$ cat src/rtl/hazard_ctrl_if.sv
// ID-stage hazard controller bundle: decoded ID fields and EX branch result in,
// pipeline enables, forwarding/bypass selects and performance counters out.
interface hazard_ctrl_if #(
  parameter int unsigned REG_AW = 5,
  parameter int unsigned CNT_W  = 32
);
  logic              id_valid;
  logic [REG_AW-1:0] id_rs1;
  logic [REG_AW-1:0] id_rs2;
  logic              id_uses_rs2;
  logic [REG_AW-1:0] id_rd;
  logic              id_regwrite;
  logic              id_memread;
  logic              id_branch;
  logic              ex_branch_taken;

  logic              pc_write;
  logic              ifid_write;
  logic              ifid_flush;
  logic              idex_bubble;
  logic [1:0]        fwd_a;
  logic [1:0]        fwd_b;
  logic              id_bypass_a;
  logic              id_bypass_b;
  logic [CNT_W-1:0]  stall_count;
  logic [CNT_W-1:0]  flush_count;

  modport master (
    output id_valid, id_rs1, id_rs2, id_uses_rs2, id_rd,
           id_regwrite, id_memread, id_branch, ex_branch_taken,
    input  pc_write, ifid_write, ifid_flush, idex_bubble,
           fwd_a, fwd_b, id_bypass_a, id_bypass_b, stall_count, flush_count
  );

  modport slave (
    input  id_valid, id_rs1, id_rs2, id_uses_rs2, id_rd,
           id_regwrite, id_memread, id_branch, ex_branch_taken,
    output pc_write, ifid_write, ifid_flush, idex_bubble,
           fwd_a, fwd_b, id_bypass_a, id_bypass_b, stall_count, flush_count
  );
endinterface

$ cat src/rtl/hazard_ctrl.sv
// Pipeline sequencing controller: shadows EX/MEM/WB metadata to drive load-use
// stalls, taken-branch flushes, EX forwarding, ID bypass and saturating counters.
module hazard_ctrl #(
  parameter int unsigned REG_AW = 5,
  parameter int unsigned CNT_W  = 32
) (
  input logic          clk,
  input logic          reset,
  hazard_ctrl_if.slave hz
);
  logic              r_ex_valid, r_ex_uses_rs2, r_ex_regwrite, r_ex_memread, r_ex_branch;
  logic [REG_AW-1:0] r_ex_rd, r_ex_rs1, r_ex_rs2;
  logic              r_mem_valid, r_mem_regwrite, r_mem_memread;
  logic [REG_AW-1:0] r_mem_rd;
  logic              r_wb_valid, r_wb_regwrite;
  logic [REG_AW-1:0] r_wb_rd;
  logic [CNT_W-1:0]  r_stall_cnt, r_flush_cnt;

  logic w_brflush, w_lu_stall, w_bubble, w_mem_wr, w_wb_wr;

  // x0 is never a forwarding/bypass source
  assign w_mem_wr = r_mem_valid & r_mem_regwrite & (r_mem_rd != '0);
  assign w_wb_wr  = r_wb_valid & r_wb_regwrite & (r_wb_rd != '0);

  assign w_brflush  = r_ex_valid & r_ex_branch & hz.ex_branch_taken;
  assign w_lu_stall = hz.id_valid & r_ex_valid & r_ex_memread & (r_ex_rd != '0) &
                      ((r_ex_rd == hz.id_rs1) | (hz.id_uses_rs2 & (r_ex_rd == hz.id_rs2)));
  assign w_bubble   = w_brflush | w_lu_stall;

  always_ff @(posedge clk or posedge reset) begin
    if (reset) begin
      r_ex_valid     <= 1'b0;
      r_ex_uses_rs2  <= 1'b0;
      r_ex_regwrite  <= 1'b0;
      r_ex_memread   <= 1'b0;
      r_ex_branch    <= 1'b0;
      r_ex_rd        <= '0;
      r_ex_rs1       <= '0;
      r_ex_rs2       <= '0;
      r_mem_valid    <= 1'b0;
      r_mem_regwrite <= 1'b0;
      r_mem_memread  <= 1'b0;
      r_mem_rd       <= '0;
      r_wb_valid     <= 1'b0;
      r_wb_regwrite  <= 1'b0;
      r_wb_rd        <= '0;
    end else begin
      r_wb_valid     <= r_mem_valid;
      r_wb_regwrite  <= r_mem_regwrite;
      r_wb_rd        <= r_mem_rd;
      r_mem_valid    <= r_ex_valid;
      r_mem_regwrite <= r_ex_regwrite;
      r_mem_memread  <= r_ex_memread;
      r_mem_rd       <= r_ex_rd;
      if (w_bubble) begin
        r_ex_valid    <= 1'b0;
        r_ex_uses_rs2 <= 1'b0;
        r_ex_regwrite <= 1'b0;
        r_ex_memread  <= 1'b0;
        r_ex_branch   <= 1'b0;
        r_ex_rd       <= '0;
        r_ex_rs1      <= '0;
        r_ex_rs2      <= '0;
      end else begin
        r_ex_valid    <= hz.id_valid;
        r_ex_uses_rs2 <= hz.id_uses_rs2;
        r_ex_regwrite <= hz.id_regwrite;
        r_ex_memread  <= hz.id_memread;
        r_ex_branch   <= hz.id_branch;
        r_ex_rd       <= hz.id_rd;
        r_ex_rs1      <= hz.id_rs1;
        r_ex_rs2      <= hz.id_rs2;
      end
    end
  end

  always_ff @(posedge clk or posedge reset) begin
    if (reset) begin
      r_stall_cnt <= '0;
      r_flush_cnt <= '0;
    end else begin
      if (w_lu_stall && !w_brflush && (r_stall_cnt != '1))
        r_stall_cnt <= r_stall_cnt + CNT_W'(1);
      if (w_brflush && (r_flush_cnt != '1))
        r_flush_cnt <= r_flush_cnt + CNT_W'(1);
    end
  end

  always_comb begin
    hz.pc_write    = 1'b1;
    hz.ifid_write  = 1'b1;
    hz.ifid_flush  = 1'b0;
    hz.idex_bubble = 1'b0;
    if (w_brflush) begin
      hz.ifid_flush  = 1'b1;
      hz.idex_bubble = 1'b1;
    end else if (w_lu_stall) begin
      hz.pc_write    = 1'b0;
      hz.ifid_write  = 1'b0;
      hz.idex_bubble = 1'b1;
    end
  end

  // A load still in MEM has no data yet, so it may only forward from WB
  always_comb begin
    hz.fwd_a = 2'b00;
    if (w_mem_wr && !r_mem_memread && (r_mem_rd == r_ex_rs1))
      hz.fwd_a = 2'b10;
    else if (w_wb_wr && (r_wb_rd == r_ex_rs1))
      hz.fwd_a = 2'b01;
  end

  always_comb begin
    hz.fwd_b = 2'b00;
    if (r_ex_uses_rs2) begin
      if (w_mem_wr && !r_mem_memread && (r_mem_rd == r_ex_rs2))
        hz.fwd_b = 2'b10;
      else if (w_wb_wr && (r_wb_rd == r_ex_rs2))
        hz.fwd_b = 2'b01;
    end
  end

  assign hz.id_bypass_a = hz.id_valid & w_wb_wr & (r_wb_rd == hz.id_rs1);
  assign hz.id_bypass_b = hz.id_valid & hz.id_uses_rs2 & w_wb_wr & (r_wb_rd == hz.id_rs2);
  assign hz.stall_count = r_stall_cnt;
  assign hz.flush_count = r_flush_cnt;
endmodule

$ cat src/flat_wrapper.sv
// flat-port wrapper written by rule: the top's interface ports become plain ports
module hazard_ctrl_flat 
#(
  parameter int unsigned REG_AW = 5,
  parameter int unsigned CNT_W  = 32
)
  (clk, reset, hz_id_valid, hz_id_rs1, hz_id_rs2, hz_id_uses_rs2, hz_id_rd, hz_id_regwrite, hz_id_memread, hz_id_branch, hz_ex_branch_taken, hz_pc_write, hz_ifid_write, hz_ifid_flush, hz_idex_bubble, hz_fwd_a, hz_fwd_b, hz_id_bypass_a, hz_id_bypass_b, hz_stall_count, hz_flush_count);
  hazard_ctrl_if #(.REG_AW(REG_AW), .CNT_W(CNT_W)) hz_i ();
  input logic clk;
  input logic reset;
  input wire logic [$bits(hz_i.id_valid)-1:0] hz_id_valid;
  input wire logic [$bits(hz_i.id_rs1)-1:0] hz_id_rs1;
  input wire logic [$bits(hz_i.id_rs2)-1:0] hz_id_rs2;
  input wire logic [$bits(hz_i.id_uses_rs2)-1:0] hz_id_uses_rs2;
  input wire logic [$bits(hz_i.id_rd)-1:0] hz_id_rd;
  input wire logic [$bits(hz_i.id_regwrite)-1:0] hz_id_regwrite;
  input wire logic [$bits(hz_i.id_memread)-1:0] hz_id_memread;
  input wire logic [$bits(hz_i.id_branch)-1:0] hz_id_branch;
  input wire logic [$bits(hz_i.ex_branch_taken)-1:0] hz_ex_branch_taken;
  output wire logic [$bits(hz_i.pc_write)-1:0] hz_pc_write;
  output wire logic [$bits(hz_i.ifid_write)-1:0] hz_ifid_write;
  output wire logic [$bits(hz_i.ifid_flush)-1:0] hz_ifid_flush;
  output wire logic [$bits(hz_i.idex_bubble)-1:0] hz_idex_bubble;
  output wire logic [$bits(hz_i.fwd_a)-1:0] hz_fwd_a;
  output wire logic [$bits(hz_i.fwd_b)-1:0] hz_fwd_b;
  output wire logic [$bits(hz_i.id_bypass_a)-1:0] hz_id_bypass_a;
  output wire logic [$bits(hz_i.id_bypass_b)-1:0] hz_id_bypass_b;
  output wire logic [$bits(hz_i.stall_count)-1:0] hz_stall_count;
  output wire logic [$bits(hz_i.flush_count)-1:0] hz_flush_count;
  assign hz_i.id_valid = hz_id_valid;
  assign hz_i.id_rs1 = hz_id_rs1;
  assign hz_i.id_rs2 = hz_id_rs2;
  assign hz_i.id_uses_rs2 = hz_id_uses_rs2;
  assign hz_i.id_rd = hz_id_rd;
  assign hz_i.id_regwrite = hz_id_regwrite;
  assign hz_i.id_memread = hz_id_memread;
  assign hz_i.id_branch = hz_id_branch;
  assign hz_i.ex_branch_taken = hz_ex_branch_taken;
  assign hz_pc_write = hz_i.pc_write;
  assign hz_ifid_write = hz_i.ifid_write;
  assign hz_ifid_flush = hz_i.ifid_flush;
  assign hz_idex_bubble = hz_i.idex_bubble;
  assign hz_fwd_a = hz_i.fwd_a;
  assign hz_fwd_b = hz_i.fwd_b;
  assign hz_id_bypass_a = hz_i.id_bypass_a;
  assign hz_id_bypass_b = hz_i.id_bypass_b;
  assign hz_stall_count = hz_i.stall_count;
  assign hz_flush_count = hz_i.flush_count;
  hazard_ctrl #(.REG_AW(REG_AW), .CNT_W(CNT_W)) u_core (.clk(clk), .reset(reset), .hz(hz_i));
endmodule
$ cat config.mk
export PLATFORM = sky130hd
export DESIGN_NAME = hazard_ctrl_flat
export DESIGN_NICKNAME = d
export VERILOG_FILES = /design/src/rtl/hazard_ctrl_if.sv /design/src/rtl/hazard_ctrl.sv /design/src/flat_wrapper.sv
export SDC_FILE = /design/constraint.sdc
export NUM_CORES = 1
export LEC_CHECK = 0
export CAP_MARGIN = 20
export CORE_MARGIN = 5
export CORE_UTILIZATION = 55
export DETAILED_ROUTE_END_ITERATION = 8
export PLACE_DENSITY = 0.82
export SLEW_MARGIN = 5
export SYNTH_ARGS = -nofsm -noshare
export SYNTH_HDL_FRONTEND = slang
export SYNTH_SLANG_ARGS = --single-unit
$ cat constraint.sdc
create_clock -name clk -period 4.6 [get_ports clk]
set_input_delay 0.69 -clock clk [delete_from_list [all_inputs] [get_ports clk]]
set_output_delay 0.69 -clock clk [all_outputs]
set_load 0.05 [all_outputs]
==> reports/metrics.yaml, run 1 <==
status: "completed"
drc: 0
cp_top_family: "buffers and inverters"
max_stage_delay_ns: 0.79
grt_pass1_vias: 3468
die-area_um2: 10370
synthTopCellsByArea: "dfrtp_1 (53%), xnor2_1 (12%), xor2_1 (7.2%)"
p_per_area_nw_per_um2: 301.4
period_share: 0.7984
yosys.area.top_type: "dfrtp_1"
cp-start-kind: "primary input"
cts.sinks: 99
grt_setup_unrepaired: "no"
hold_ws_ns: 0.3706
synth.area.mux_share: 0.002428
critical_path_required_ns: 3.91
drv_slew: 0
clk_pin_slew_ns: 0.09
synth_top_family_by_area: "simple AND/OR/NAND/NOR gates"
synthAdderAreaFrac: 0.005397
worst_pin_slew_ns: 0.9376
portBuffers: 96
cts_buffer_depth: 2
root_buffer: "clkbuf_8"
syn-num-nets: 451
grt_antenna_before_repair: 0
tns_ns: 0
synthesis.instances: 426
crit_type: "in2out"
finClkSkew_ns: 0.01483
postCtsHoldBufs: 0
p_leak_nw: 2.515
layout-drive-gt1-share: 0.05503
synth_compound_area_frac: 0.01322
slowest_stage: "clkdlybuf4s50_1"
core_area_um2: 8217
ys_ff_latch: 99
dp_hpwl_um: 7685
cts_tree: "yes"
vias: 3393
min_period_ns: 3.673
crit_chain: "clkdlybuf4s50_1 > xnor2_1 > nand3_1 > o22ai_2 > a21oi_1 > buf_4 > inv_1 > clkdlybuf4s50_1"
wl_per_cell_um: 16.36
via_per_inst: 5.369
path_max_fanout: 21
grt_pass1_wl_um: 16970
synthSimpleGateAreaFrac: 0.2291
end_kind: "output port"
cpMostUsedCell: "clkdlybuf4s50_1"
die_h_um: 101.8
relSlewSlack: 0.3749
cts_made_buffers: 9
syn2layout_area_growth_pct: 26.58
finalHoldViolCount: 0
syn_area_um2: 4637
ys_warn_count: 0
drt_iter0_markers: 131
drv_cap: 0
setup_viol: 0
post_cts_buffers: 0
die_x_um: 101.8
routed_wl_um: 10340
min_path_type: "reg2reg"
synth_top_area_frac: 0.5343
fmax_ghz: 0.2723
arrival_ns: 2.98
grt_overflow_total: 0
grt_util_all_layers: 0.2080
final_nets: 547
ir_worst_vdd_mv: 0.2630
diodes: 0
first_pass_iters: 4
antenna_left: 0
grt_max_degree: 78
gp_congestion: 0.8864
rows: 33
htreeDepth: 3
avgSynthCellArea_um2: 10.88
insertion_delay_ns: 0.35
ios: 97
start_util: 0.5643
cts_resized: 0
ys_seq_area_frac: 0.5343
synthXorXnorAreaFrac: 0.1927
synth_cell_types: 37
path_buf_inv: 4
-- area by class of cell --
type	instances	area, um2
clock buffers	12	145.1
clock inverters	4	50.05
fillers	623	2347
inverters	9	36.28
multi-input cells	305	2053
flip-flops and latches	99	2477
well taps	105	131.4
repair buffers	98	975.9
-- synthesized netlist by cell type --
cell / count
inv_1: 9
buf_6: 2
ha_1: 2
a21boi_2: 1
nor2_1: 29
xnor2_1: 64
o21ai_0: 1
a21oi_1: 2
nand4_2: 1
nor3_2: 1
nand2_1: 34
and2_2: 1
and4_4: 1
nor3_1: 13
or3_1: 1
and2b_1: 1
nor4_1: 8
dfrtp_1: 99
and4_1: 5
and2_1: 25
mux2_2: 1
and3_1: 9
o22ai_2: 1
buf_4: 2
o311a_1: 1
nand3b_4: 1
nor4_4: 1
buf_2: 1
nor4_2: 1
or2_0: 1
or4_1: 1
xor2_1: 38
nand3_1: 33
and4_2: 1
o211ai_2: 1
nand4_1: 25
clkbuf_1: 8
-- through the flow --
stage	util	cells	power, mW	area [um2]	setup WS, ns
after detailed placement	0.6906	616	1.238	5674	0.9247
final	0.7143	632	1.769	5869	0.9271
after floorplan	-	426	1.140	4637	0.9210
after global placement	0.6906	616	1.231	5674	0.9873
after global routing	0.7143	632	1.845	5869	0.8444
after CTS	0.7143	632	1.788	5869	0.9221
-- layer usage --
| layer | global-route usage | wire (um) |
|---|---|---|
| met1 | 0.2756 | 4582 |
| met2 | 0.3481 | 5194 |
| met3 | 0.03345 | 376 |
| met4 | 0.07669 | 187 |
| met5 | 0 | 0 |
-- state kept, by name, summed over array words and instances, names as in the netlist, 5 cells and up --
name / count
u_core.hz.flush_count: 32
u_core.hz.stall_count: 32
u_core.r_ex_rd: 5
u_core.r_ex_rs1: 5
u_core.r_ex_rs2: 5
u_core.r_mem_rd: 5
u_core.r_wb_rd: 5
-- worst paths after layout --
| kind | endpoint | startpoint | depth (start not counted) | slack, ns |
|---|---|---|---|---|
| min | u_core.r_mem_regwrite | u_core.r_ex_regwrite | 0 | 0.37 |
| max reg2reg | u_core.hz.flush_count[7] | u_core.hz.flush_count[0] | 7 | 2.47 |
| max in group asynchronous | u_core.hz.stall_count[4] | reset | 3 | 2.82 |
| min in group asynchronous | u_core.r_ex_rd[4] | reset | 2 | 0.91 |
| min reg2reg | u_core.r_mem_regwrite | u_core.r_ex_regwrite | 0 | 0.37 |
| max | hz_idex_bubble | hz_id_rs1[4] | 8 | 0.93 |
-- logic make-up after synthesis --
family          count (synthesis)
simple gates                  193
xor+xnor                      102
flops                          99
buf+inv                        22
compound gates                  7
fa+ha+maj                       2
mux                             1
-- cells in the final DEF, fill, tap and decap left out, drive strengths merged --
cell type,n
or4,1
or2,1
buf,2
clkinvlp,2
mux2,1
and2,26
or3,1
ha,2
o21ai,1
clkdlybuf4s50,96
dfrtp,99
xor2,38
clkinv,1
and4,7
bufinv,1
o211ai,1
nand2,34
nand3b,1
nor3,14
o311a,1
a21oi,2
nand4,26
and2b,1
o22ai,1
nor4,10
clkbuf,12
a21boi,1
nand3,33
inv,9
nor2,29
and3,9
xnor2,64
-- report_power, final --
part	leakage, nW	internal [mW]	switching [mW]	total [mW]
registers	1.27	0.910	0.0546	0.965
clock network	0.0926	0.266	0.284	0.550
logic	1.15	0.105	0.149	0.254
total	2.51	1.28	0.488	1.77
Power figures use the tool's default switching activity.
==> inputs of run 2 (changes only) <==
--- a/config.mk
+++ b/config.mk
@@ -7,9 +7,9 @@
 export LEC_CHECK = 0
 export CAP_MARGIN = 20
 export CORE_MARGIN = 5
-export CORE_UTILIZATION = 55
+export CORE_UTILIZATION = 51
 export DETAILED_ROUTE_END_ITERATION = 8
-export PLACE_DENSITY = 0.82
+export PLACE_DENSITY = 0.77
 export SLEW_MARGIN = 5
 export SYNTH_ARGS = -nofsm -noshare
 export SYNTH_HDL_FRONTEND = slang
==> constraint.sdc (replaced) <==
create_clock -name clk -period 3.5 [get_ports clk]
set_input_delay 0.525 -clock clk [delete_from_list [all_inputs] [get_ports clk]]
set_output_delay 0.525 -clock clk [all_outputs]
set_load 0.05 [all_outputs]
==> run 2 against run 1 <==
Sequential share of layout area shrank 0.34 points. Critical endpoint is now hz_fwd_a[0]. Power grew 37%. Largest power group unchanged. Highest routed layer unchanged. Wire length shrank 0.72%. Via count shrank 0.80%. Register-to-register slack lost 1.1 ns.
==> reports/metrics.yaml, run 2 (synthesized netlist as in run 1, its figures left out) <==
status: "completed"
p_per_area_nw_per_um2: 408.8
core_area_um2: 8806
rows: 34
antenna_left: 0
wl_per_cell_um: 16.17
cts_buffer_depth: 2
cts_resized: 0
root_buffer: "clkbuf_8"
setup_viol: 0
relSlewSlack: 0.6242
period_share: 0.9469
final_cell_area_um2: 5917
cts_tree: "yes"
grt_setup_unrepaired: "no"
finClkSkew_ns: 0.01525
grt_pass1_vias: 3477
portBuffers: 96
cts_made_buffers: 9
drv_slew: 0
die_x_um: 105.4
syn2layout_area_growth_pct: 27.60
crit_type: "reg2out"
path_buf_inv: 1
via_per_inst: 5.301
end_kind: "output port"
cp_top_family: "simple AND/OR/NAND/NOR gates"
die_h_um: 105.4
final_common_cell: "dfrtp_1"
gp_congestion: 0.8569
final_nets: 547
drc: 0
cts.sinks: 99
drt_iter0_markers: 93
drv_cap: 0
clk_pin_slew_ns: 0.09
min_period_ns: 3.314
finalHoldViolCount: 0
worst_pin_slew_ns: 0.5619
dp_hpwl_um: 7648
path_max_fanout: 4
max_stage_delay_ns: 0.85
grt_util_all_layers: 0.1936
diodes: 0
first_pass_iters: 4
die-area_um2: 11100
insertion_delay_ns: 0.35
routed_wl_um: 10270
grt_antenna_before_repair: 0
grt_max_degree: 57
p_leak_nw: 2.541
min_path_type: "reg2reg"
postCtsHoldBufs: 0
ir_worst_vdd_mv: 0.3340
critical_path_required_ns: 2.97
tns_ns: 0
slowest_stage: "clkdlybuf4s50_1"
placed_cell_area_um2: 5689
vias: 3366
final_cell_mix: "dfrtp_1 (99), clkdlybuf4s50_1 (93), xnor2_1 (64)"
crit_chain: "or4_1 > o21ai_0 > nor4_2 > nor4_1 > clkdlybuf4s50_1"
post_cts_buffers: 0
fmax_ghz: 0.3017
start_util: 0.5266
arrival_ns: 2.79
htreeDepth: 3
layout-drive-gt1-share: 0.06452
grt_pass1_wl_um: 17520
ios: 97
cp-start-kind: "flip-flop"
grt_overflow_total: 0
[run 2: cell types whose count changed in the layout (fill, tap and decap cells not counted), sizes merged]
cell | before | now
bufinv | 1 | 2
clkinvlp | 2 | 1
clkdlybuf4s50 | 96 | 93
buf | 2 | 5
[run 2: per-stage QoR]
stage	power (mW)	std cells	hold slack (ns)	util	setup WS, ns
2_1_floorplan	1.499	426	0.3312	-	0.05200
3_5_place_dp	1.630	619	0.3347	0.6461	0.4839
3_3_place_gp	1.622	619	0.3337	0.6461	0.5098
5_1_grt	2.518	635	0.3749	0.6719	0.01449
6_report	2.419	635	0.3667	0.6719	0.1860
4_1_cts	2.443	635	0.3675	0.6719	0.1654
[run 2: area by class of cell]
class,count,area [um2]
Sequential cell,99,2477
Timing Repair Buffer,98,980.9
Fill cell,705,2889
Tap cell,108,135.1
Clock buffer,12,155.1
Multi-Input combinational cell,305,2059
Inverter,9,36.28
Clock inverter,4,72.57
[run 2: worst reg2reg max path: cells and delay by family (launching register included)]
family	cells	cell delay, ns
and+or+nand+nor	3	0.86
xor gates and xnor gates	2	0.36
AOI/OAI and AO/OA	1	0.34
DFF	1	0.47
[run 2: worst paths after layout]
kind / start / endpoint / slack, ns / depth (start not counted)
worst max register to register: u_core.r_ex_rd[1] / u_core.hz.stall_count[20] / 1.42 / 6
max in group asynchronous: reset / u_core.r_mem_rd[3] / 2.24 / 3
min in group asynchronous: reset / u_core.hz.flush_count[2] / 0.58 / 2
worst max-delay path: u_core.r_mem_rd[0] / hz_fwd_a[0] / 0.19 / 5
worst min register to register: u_core.r_ex_regwrite / u_core.r_mem_regwrite / 0.37 / 0
worst min-delay path: u_core.r_ex_regwrite / u_core.r_mem_regwrite / 0.37 / 0
[run 2: per-layer routing]
metal	global-route usage	part of all wire	routed length (um)	up-vias
met5	0	0	0	-
met3	0.04890	0.051	519	14
li1	-	-	-	1631
met1	0.2465	0.44	4469	1644
met4	0.05530	0.015	158	0
met2	0.3279	0.50	5119	77
[run 2: power by group]
group          switching [mW]  total [mW]  leakage [nW]  internal [mW]
Combinational           0.197       0.336          1.15          0.139
Clock                   0.374       0.815         0.113          0.441
Sequential             0.0707        1.27          1.27           1.20
Total                   0.642        2.42          2.54           1.78
==> inputs of run 3 (changes only) <==
--- a/config.mk
+++ b/config.mk
@@ -9,6 +9,7 @@
 export CORE_MARGIN = 5
 export CORE_UTILIZATION = 51
 export DETAILED_ROUTE_END_ITERATION = 8
+export GPL_ROUTABILITY_DRIVEN = 0
 export PLACE_DENSITY = 0.77
 export SLEW_MARGIN = 5
 export SYNTH_ARGS = -nofsm -noshare
==> results of run 3 <==
Final layout, timing and power as in run 2 (identical DEF).
